## src/rtl/sm83_mem_responder.sv

```systemverilog
// rtl/sm83_mem_responder.sv - CPU memory-bus responder for boot ROM, WRAM, HRAM and the boot register
// Optional echo-RAM mirror of WRAM at 0xE000-0xFDFF is enabled by defining SM83_ECHO_RAM_EN.
module sm83_mem_responder #(
  parameter int         HRAM_BYTES    = 127,
  parameter logic [7:0] UNMAPPED_DATA = 8'hFF
) (
  input  logic        clk,
  input  logic        rst,
  input  logic [15:0] addr_bus,
  input  logic [7:0]  wdata,
  output logic [7:0]  rdata,
  output logic        rdata_oe,
  input  logic        mem_cs,
  input  logic        mem_oe,
  input  logic        mem_wr,
  output logic        mem_ready,
  output logic [7:0]  rom_addr,
  output logic        rom_en,
  input  logic [7:0]  rom_dout,
  output logic [12:0] wram_addr,
  output logic        wram_en,
  output logic        wram_we,
  output logic [7:0]  wram_din,
  input  logic [7:0]  wram_dout,
  output logic        boot_en
);

  typedef enum logic [2:0] {S_IDLE, S_RD_ADDR, S_RD_DATA, S_WR, S_DONE} state_t;
  typedef enum logic [2:0] {R_NONE, R_ROM, R_WRAM, R_HRAM, R_BOOT} region_t;

  localparam int          HW       = $clog2(HRAM_BYTES);
  localparam logic [31:0] HRAM_END = 32'hFF80 + 32'(HRAM_BYTES);

  state_t      state_q, state_d;
  region_t     region_q, region_in;
  logic [12:0] addr_q;
  logic [7:0]  wdata_q;
  logic [7:0]  rdata_q, rdata_d;
  logic        mem_ready_q, mem_ready_d;
  logic        boot_en_q;
  logic        latch;
  logic [7:0]  hram_q [HRAM_BYTES];

  always_comb begin
    region_in = R_NONE;
    if (addr_bus[15:8] == 8'h00 && boot_en_q)
      region_in = R_ROM;
    else if (addr_bus[15:13] == 3'b110)
      region_in = R_WRAM;
`ifdef SM83_ECHO_RAM_EN
    else if (addr_bus >= 16'hE000 && addr_bus <= 16'hFDFF)
      region_in = R_WRAM;
`endif
    else if (addr_bus == 16'hFF50)
      region_in = R_BOOT;
    else if ({16'd0, addr_bus} >= 32'hFF80 && {16'd0, addr_bus} < HRAM_END)
      region_in = R_HRAM;
  end

  always_ff @(posedge clk) begin
    if (rst) state_q <= S_IDLE;
    else     state_q <= state_d;
  end

  always_comb begin
    state_d = state_q;
    case (state_q)
      S_IDLE: begin
        if (mem_cs && mem_wr)      state_d = S_WR;
        else if (mem_cs && mem_oe) state_d = S_RD_ADDR;
      end
      S_RD_ADDR: state_d = S_RD_DATA;
      S_RD_DATA: state_d = S_DONE;
      S_WR:      state_d = S_DONE;
      S_DONE:    if (!mem_cs) state_d = S_IDLE;
      default:   state_d = S_IDLE;
    endcase
  end

  always_comb begin
    rom_en      = (state_q == S_RD_ADDR) && (region_q == R_ROM);
    wram_en     = (state_q == S_RD_ADDR || state_q == S_WR) && (region_q == R_WRAM);
    wram_we     = (state_q == S_WR) && (region_q == R_WRAM);
    rdata_oe    = (state_q == S_DONE);
    latch       = (state_q == S_IDLE) && (state_d != S_IDLE);
    mem_ready_d = (state_q != S_DONE) && (state_d == S_DONE);
  end

  // Read mux is sampled in RD_DATA, once BRAM outputs are valid.
  always_comb begin
    case (region_q)
      R_ROM:   rdata_d = rom_dout;
      R_WRAM:  rdata_d = wram_dout;
      R_HRAM:  rdata_d = hram_q[addr_q[HW-1:0]];
      R_BOOT:  rdata_d = {7'b1111111, ~boot_en_q};
      default: rdata_d = UNMAPPED_DATA;
    endcase
  end

  always_ff @(posedge clk) begin
    if (rst) begin
      addr_q      <= '0;
      wdata_q     <= '0;
      region_q    <= R_NONE;
      rdata_q     <= '0;
      mem_ready_q <= 1'b0;
      boot_en_q   <= 1'b1;
    end else begin
      mem_ready_q <= mem_ready_d;
      if (latch) begin
        addr_q   <= addr_bus[12:0];
        wdata_q  <= wdata;
        region_q <= region_in;
      end
      if (state_q == S_RD_DATA)
        rdata_q <= rdata_d;
      if (state_q == S_WR && region_q == R_BOOT && wdata_q != 8'h00)
        boot_en_q <= 1'b0;
    end
  end

  // HRAM has no reset so its contents survive rst.
  always_ff @(posedge clk) begin
    if (!rst && state_q == S_WR && region_q == R_HRAM)
      hram_q[addr_q[HW-1:0]] <= wdata_q;
  end

  assign rdata     = rdata_q;
  assign mem_ready = mem_ready_q;
  assign rom_addr  = addr_q[7:0];
  assign wram_addr = addr_q;
  assign wram_din  = wdata_q;
  assign boot_en   = boot_en_q;

endmodule

```

## config.mk

```make
export PLATFORM = sky130hd
export DESIGN_NAME = sm83_mem_responder
export DESIGN_NICKNAME = d
export VERILOG_FILES = /design/src/rtl/sm83_mem_responder.sv
export SDC_FILE = /design/constraint.sdc
export NUM_CORES = 1
export LEC_CHECK = 0
export CAP_MARGIN = 20
export CORE_UTILIZATION = 65
export DETAILED_ROUTE_END_ITERATION = 8
export PLACE_DENSITY = 0.83
export SYNTH_ARGS = -nofsm -noshare
export SYNTH_HDL_FRONTEND = slang
export SYNTH_SLANG_ARGS = --single-unit
```

## constraint.sdc

```tcl
create_clock -name clk -period 5.3 [get_ports clk]
set_input_delay 1.06 -clock clk [delete_from_list [all_inputs] [get_ports clk]]
set_output_delay 1.06 -clock clk [all_outputs]
set_load 0.1 [all_outputs]
```

# --- Word level (Yosys, flattened, before mapping) ---
# Memories as Yosys holds them, arrays and structs flattened. A register that Yosys moved wholly into a read port is not among the register bits.
# Index checks and enable logic that the tools add are counted.
classes:
  reduce_logical: 20
  eq_ne: 12
  bitwise: 1
  mux: 13
  n_lt_le_gt_ge: 2
ops:
  columns: ["op", "count"]
  rows:
  - ["8-bit one-hot mux with 4 select lines", 1]
  - ["3-bit 2-to-1 mux", 6]
  - ["16-bit equality test (second input constant)", 1]
  - ["16-bit >= comparator (second input constant)", 1]
  - ["16-bit less-than comparator (second input constant)", 1]
  - ["7-bit 2-to-1 mux", 2]
  - ["1-bit logical AND", 13]
  - ["3-bit by 2-bit equality test with 1-bit output (second input constant)", 4]
  - ["3-bit equality test (second input constant)", 4]
  - ["3-bit one-hot mux with 4 select lines", 1]
  - ["8-bit logical NOT", 1]
  - ["8-bit nonzero test", 1]
  - ["3-bit by 1-bit equality test with 1-bit output (second input constant)", 2]
  - ["3-bit logical NOT", 1]
  - ["3-bit != test (second input constant)", 1]
  - ["3-bit nonzero test", 1]
  - ["1-bit 2-to-1 mux", 2]
  - ["2-bit 2-to-1 mux", 1]
  - ["2-bit OR reduction", 1]
  - ["1-bit logical NOT", 1]
  - ["1-bit logical OR", 1]
  - ["1-bit NOT", 1]
totals:
  inputBits: 45
  output_inout_bits: 43
  ram_bits: 1016
  elab_cells: 56
  reg_bits: 37
  n_memories: 1
mem_list:
  columns: ["name", "depth", "word_bits", "rd", "rd_ports_with_merged_regs", "write_ports", "line", "text"]
  rows:
  - ["hram_q", 127, 8, 1, 1, 1, "42", "logic [7:0] hram_q [HRAM_BYTES];"]

# --- Logic depth before layout (Yosys ltp) ---
logic_depth:
  word_depth: 8
  ltp_mapped: 11
  mapped_depth_nobuf: 6

# --- Worst setup path before layout ---
# OpenSTA, ideal clock, no wires.
synth_timing:
  kind: "register -> output"
  from: "register region_q[1]"
  to: "output wram_we"
  t_required_ns: 4.240
  setup_slack_ns: -0.554
  stages_incl_launch_ff: 4
  n_path_buf: 1
  arrival_time_ns: 4.794
  cell_sequence: "dfxtp_1 clkbuf_1 nor4b_1 and2_1"
synth_between:
  elab_chain_len: 2
synth_lines:
  columns: ["element", "line", "text"]
  rows:
  - ["from (decl)", "35", "region_t region_q, region_in;"]
  - ["from (signal assigned)", "113", "region_q <= region_in;"]
  - ["3-bit by 2-bit equality test with 1-bit output", "83", "wram_we = (state_q == S_WR) && (region_q == R_WRAM);"]
  - ["1-bit logical AND", "83", null]
  - ["to (decl)", "22", "output logic wram_we,"]
# Every way passes these cells.

==> impl_metrics.json <==
{
  "slew_headroom_pct": 21.30,
  "wire_per_inst_um": 36.32,
  "fmax_mhz": 246.6,
  "fp.dieH_um": 254.2,
  "root_buffer": "clkbuf_16",
  "dr.pass1.iters": 7,
  "core_sq_um": 62970,
  "drtIter0Drc": 4524,
  "grt-ovfl-total": 0,
  "clock-sinks": 1060,
  "routed_wl_mm": 112.4,
  "dieArea_sq_um": 64600,
  "worstHoldStart": "wram_addr[11]",
  "drv_cap": 0,
  "p_leak_nw": 14.77,
  "vias": 23197,
  "ctsHoldBuffers": 0,
  "slowest_stage": "dfxtp_2",
  "finalSetupViolCount": 0,
  "run_status": "finished clean",
  "cts_tree": "yes",
  "synthTopCellsByArea": "edfxtp_1 (74%), mux4_2 (12%), dfxtp_1 (2.1%)",
  "seq_area_frac_synth_pct": 75.95,
  "worst_pin_slew_ns": 1.180,
  "dp_cells": 2911,
  "hold_violations": 0,
  "timing.hold.worst_endpoint": "wram_addr[11]",
  "yosysMostFrequentCell": "edfxtp_1",
  "grt_max_degree": 144,
  "power_density_nw_per_um2": 386.1,
  "path_cells": "buf_4 -> nor2b_1 -> nand2_1 -> o22ai_1 -> nor3_1 -> o32ai_1",
  "end_kind": "register",
  "pwr-share-clk_pct": 41.4,
  "skew_ns": 0.04346,
  "netlist_area_sq_um": 41330,
  "p_int_mw": 13.78,
  "avgSynthCellArea_sq_um": 20.13,
  "synth-edff-count": 1016,
  "period_minus_slack_ns": 4.055,
  "first_global_vias": 22854,
  "crit_family": "simple AND/OR/NAND/NOR gates",
  "vdd_drop_max_mv": 0.2497,
  "cts_buffer_depth": 3,
  "path_buf_inv": 1,
  "antenna_found_initial": 3,
  "power.switching_mw": 4.109,
  "min_period_over_period_pct": 76.50,
  "synth_top_cell_by_area": "edfxtp_1",
  "cts_buffers": 97,
  "port_buffers": 87,
  "syn_to_final_growth_pct": 12.07,
  "fin_nets": 2209,
  "worstPathRequired_ns": 5.84,
  "grt_pass1_wl_mm": 160.0,
  "clk_latency_ns": 0.68,
  "vias_per_cell": 7.497,
  "hpwl_mm": 60.45,
  "initial_core_util_pct": 65.64,
  "cts_htree_levels": 3,
  "path_class": "register to register",
  "ios": 88,
  "drv_slew": 0,
  "rsz0062_at_grt": "no",
  "ys.flop_type": "edfxtp_1",
  "synth-seq-cells": 1060,
  "cts_resized": 0,
  "multi_input_area_sq_um": 9231,
  "synth_top_area_share_pct": 73.82,
  "async_reset_ff_share_pct": 0,
  "core.rowCount": 92,
  "gp_congestion": 0.9063,
  "pwr-share-comb_pct": 6.5,
  "critPathMaxFanout": 23,
  "ys_warn_count": 0,
  "synthTopCellsByCount": "edfxtp_1 (1016), mux4_2 (225), nor2_1 (164)",
  "critPathLaunchType": "register",
  "cp_slowest_stage_delay_ns": 0.98,
  "fill_cells": 3113,
  "drc": 0,
  "final.setup.tns_ns": 0,
  "reg2reg_slack_ns": 1.25,
  "drive_above_1_share_pct": 19.67,
  "clk_pin_slew_ns": 0.07,
  "synth_cells": 2053,
  "gr-usage-all-layers_pct": 35.50,
  "die_x_um": 254.2,
  "cts_setup_buffers": 0,
  "drtAntennaViolNets": 0,
  "synth_nets": 2098,
  "regArea_sq_um": 31430,
  "sw_frac_of_total_pct": 22.97,
  "yosysUniqueCellTypes": 53,
  "hold_class": "register to register",
  "stdcell_count": 3094,
  "seqPwrFrac_pct": 52.1,
  "min_path_cells": 2,
  "r2r_end": "rdata[2]",
  "cp.arrival_ns": 4.59,
  "r2r_cells": 6
}
sequential cells by signal, indices dropped and copies added (netlist names), named ones only:
| signal | count |
|---|---|
| hram_q | 1016 |
| wram_addr | 13 |
| rdata | 8 |
| wram_din | 8 |
| region_q | 3 |
| state_q | 3 |
| boot_en | 1 |
| mem_ready | 1 |
worst max-delay path by stage:
| stage | start | end | slack [ns] | cells after the start |
|---|---|---|---|---|
| 2_1_floorplan | region_q[1] | rom_en | 0.83 | 2 |
| 3_3_place_gp | rst | hram_q[35][6] | 1.41 | 5 |
| 3_5_place_dp | rst | hram_q[83][7] | 1.27 | 5 |
| 4_1_cts | region_q[1] | wram_we | 1.30 | 3 |
| 5_1_grt | region_q[1] | wram_we | 1.19 | 3 |
| 6_report | register | rdata[2] | 1.25 | 6 |
routing by layer:
metal  vias up  GRT usage (%)  part of all wire (%)
li1       8692              -                     -
met1     11387          47.93                    32
met2      2624          54.04                    46
met3       492          9.971                    16
met4         2          17.80                   6.0
met5         -              0                 0.012
power by group through the flow:
stage	combinational [mW]	sequential (mW)	clock, mW
6_report	1.17	9.32	7.40
5_1_grt	1.19	9.31	7.66
4_1_cts	1.13	9.31	7.36
3_5_place_dp	1.10	9.49	0
3_3_place_gp	1.07	9.49	0
2_1_floorplan	0.589	9.62	0
placed cells by master, fill, tap and decap left out, types with 6 or more instances in the layout:
master / count
a21oi_1: 50
a22o_1: 14
a22oi_1: 19
buf_4: 35
bufinv_16: 14
clkbuf_1: 11
clkbuf_16: 100
clkdlybuf4s50_1: 87
clkinv_1: 22
clkinv_2: 16
clkinvlp_4: 6
dfxtp_1: 32
dfxtp_4: 11
edfxtp_1: 1016
mux2i_1: 42
mux4_1: 24
mux4_2: 225
nand2_1: 86
nand2b_1: 18
nand3_1: 15
nor2_1: 164
nor2b_1: 23
nor3_1: 23
nor4_1: 8
nor4b_1: 6
o211ai_1: 9
o21ai_0: 26
o22ai_1: 52
o32ai_1: 7
or3_1: 9
tightest hold or removal path: cells and delay by family (launching register included):
| family | cells | cell delay [ns] |
|---|---|---|
| AO/OA/AOI/OAI | 1 | 0.05 |
| flip-flops | 1 | 0.32 |
| AND/OR/NAND/NOR | 1 | 0.06 |
cell type report:
cell class	count	share of cell area, %
Sequential cell	1060	67.86
Multi-Input combinational cell	877	19.93
Inverter	1	0.008104
Clock buffer	112	5.521
Clock inverter	70	1.729
Antenna cell	1	0.005402
Timing Repair Buffer	127	2.663
Tap cell	846	2.285
stage by stage:
stage	hold slack (ns)	setup WS [ns]	util, %	cell area, sq um	total power, mW
after floorplan	0.4852	0.8308	-	41340	10.21
after global placement	0.4439	1.411	68.23	42960	10.55
after detailed placement	0.4721	1.266	68.23	42960	10.59
after CTS	0.4812	1.297	73.56	46320	17.81
after global routing	0.4984	1.186	73.56	46320	18.16
final	0.4782	1.245	73.57	46320	17.88
logic make-up after synthesis:
family,after synthesis,synth area share (%)
buf+inv,116,1.741
compound gates,205,3.221
mux,293,14.86
simple gates,379,4.232
flops,1060,75.95
No activity file was read; power rests on OpenSTA's default activity.
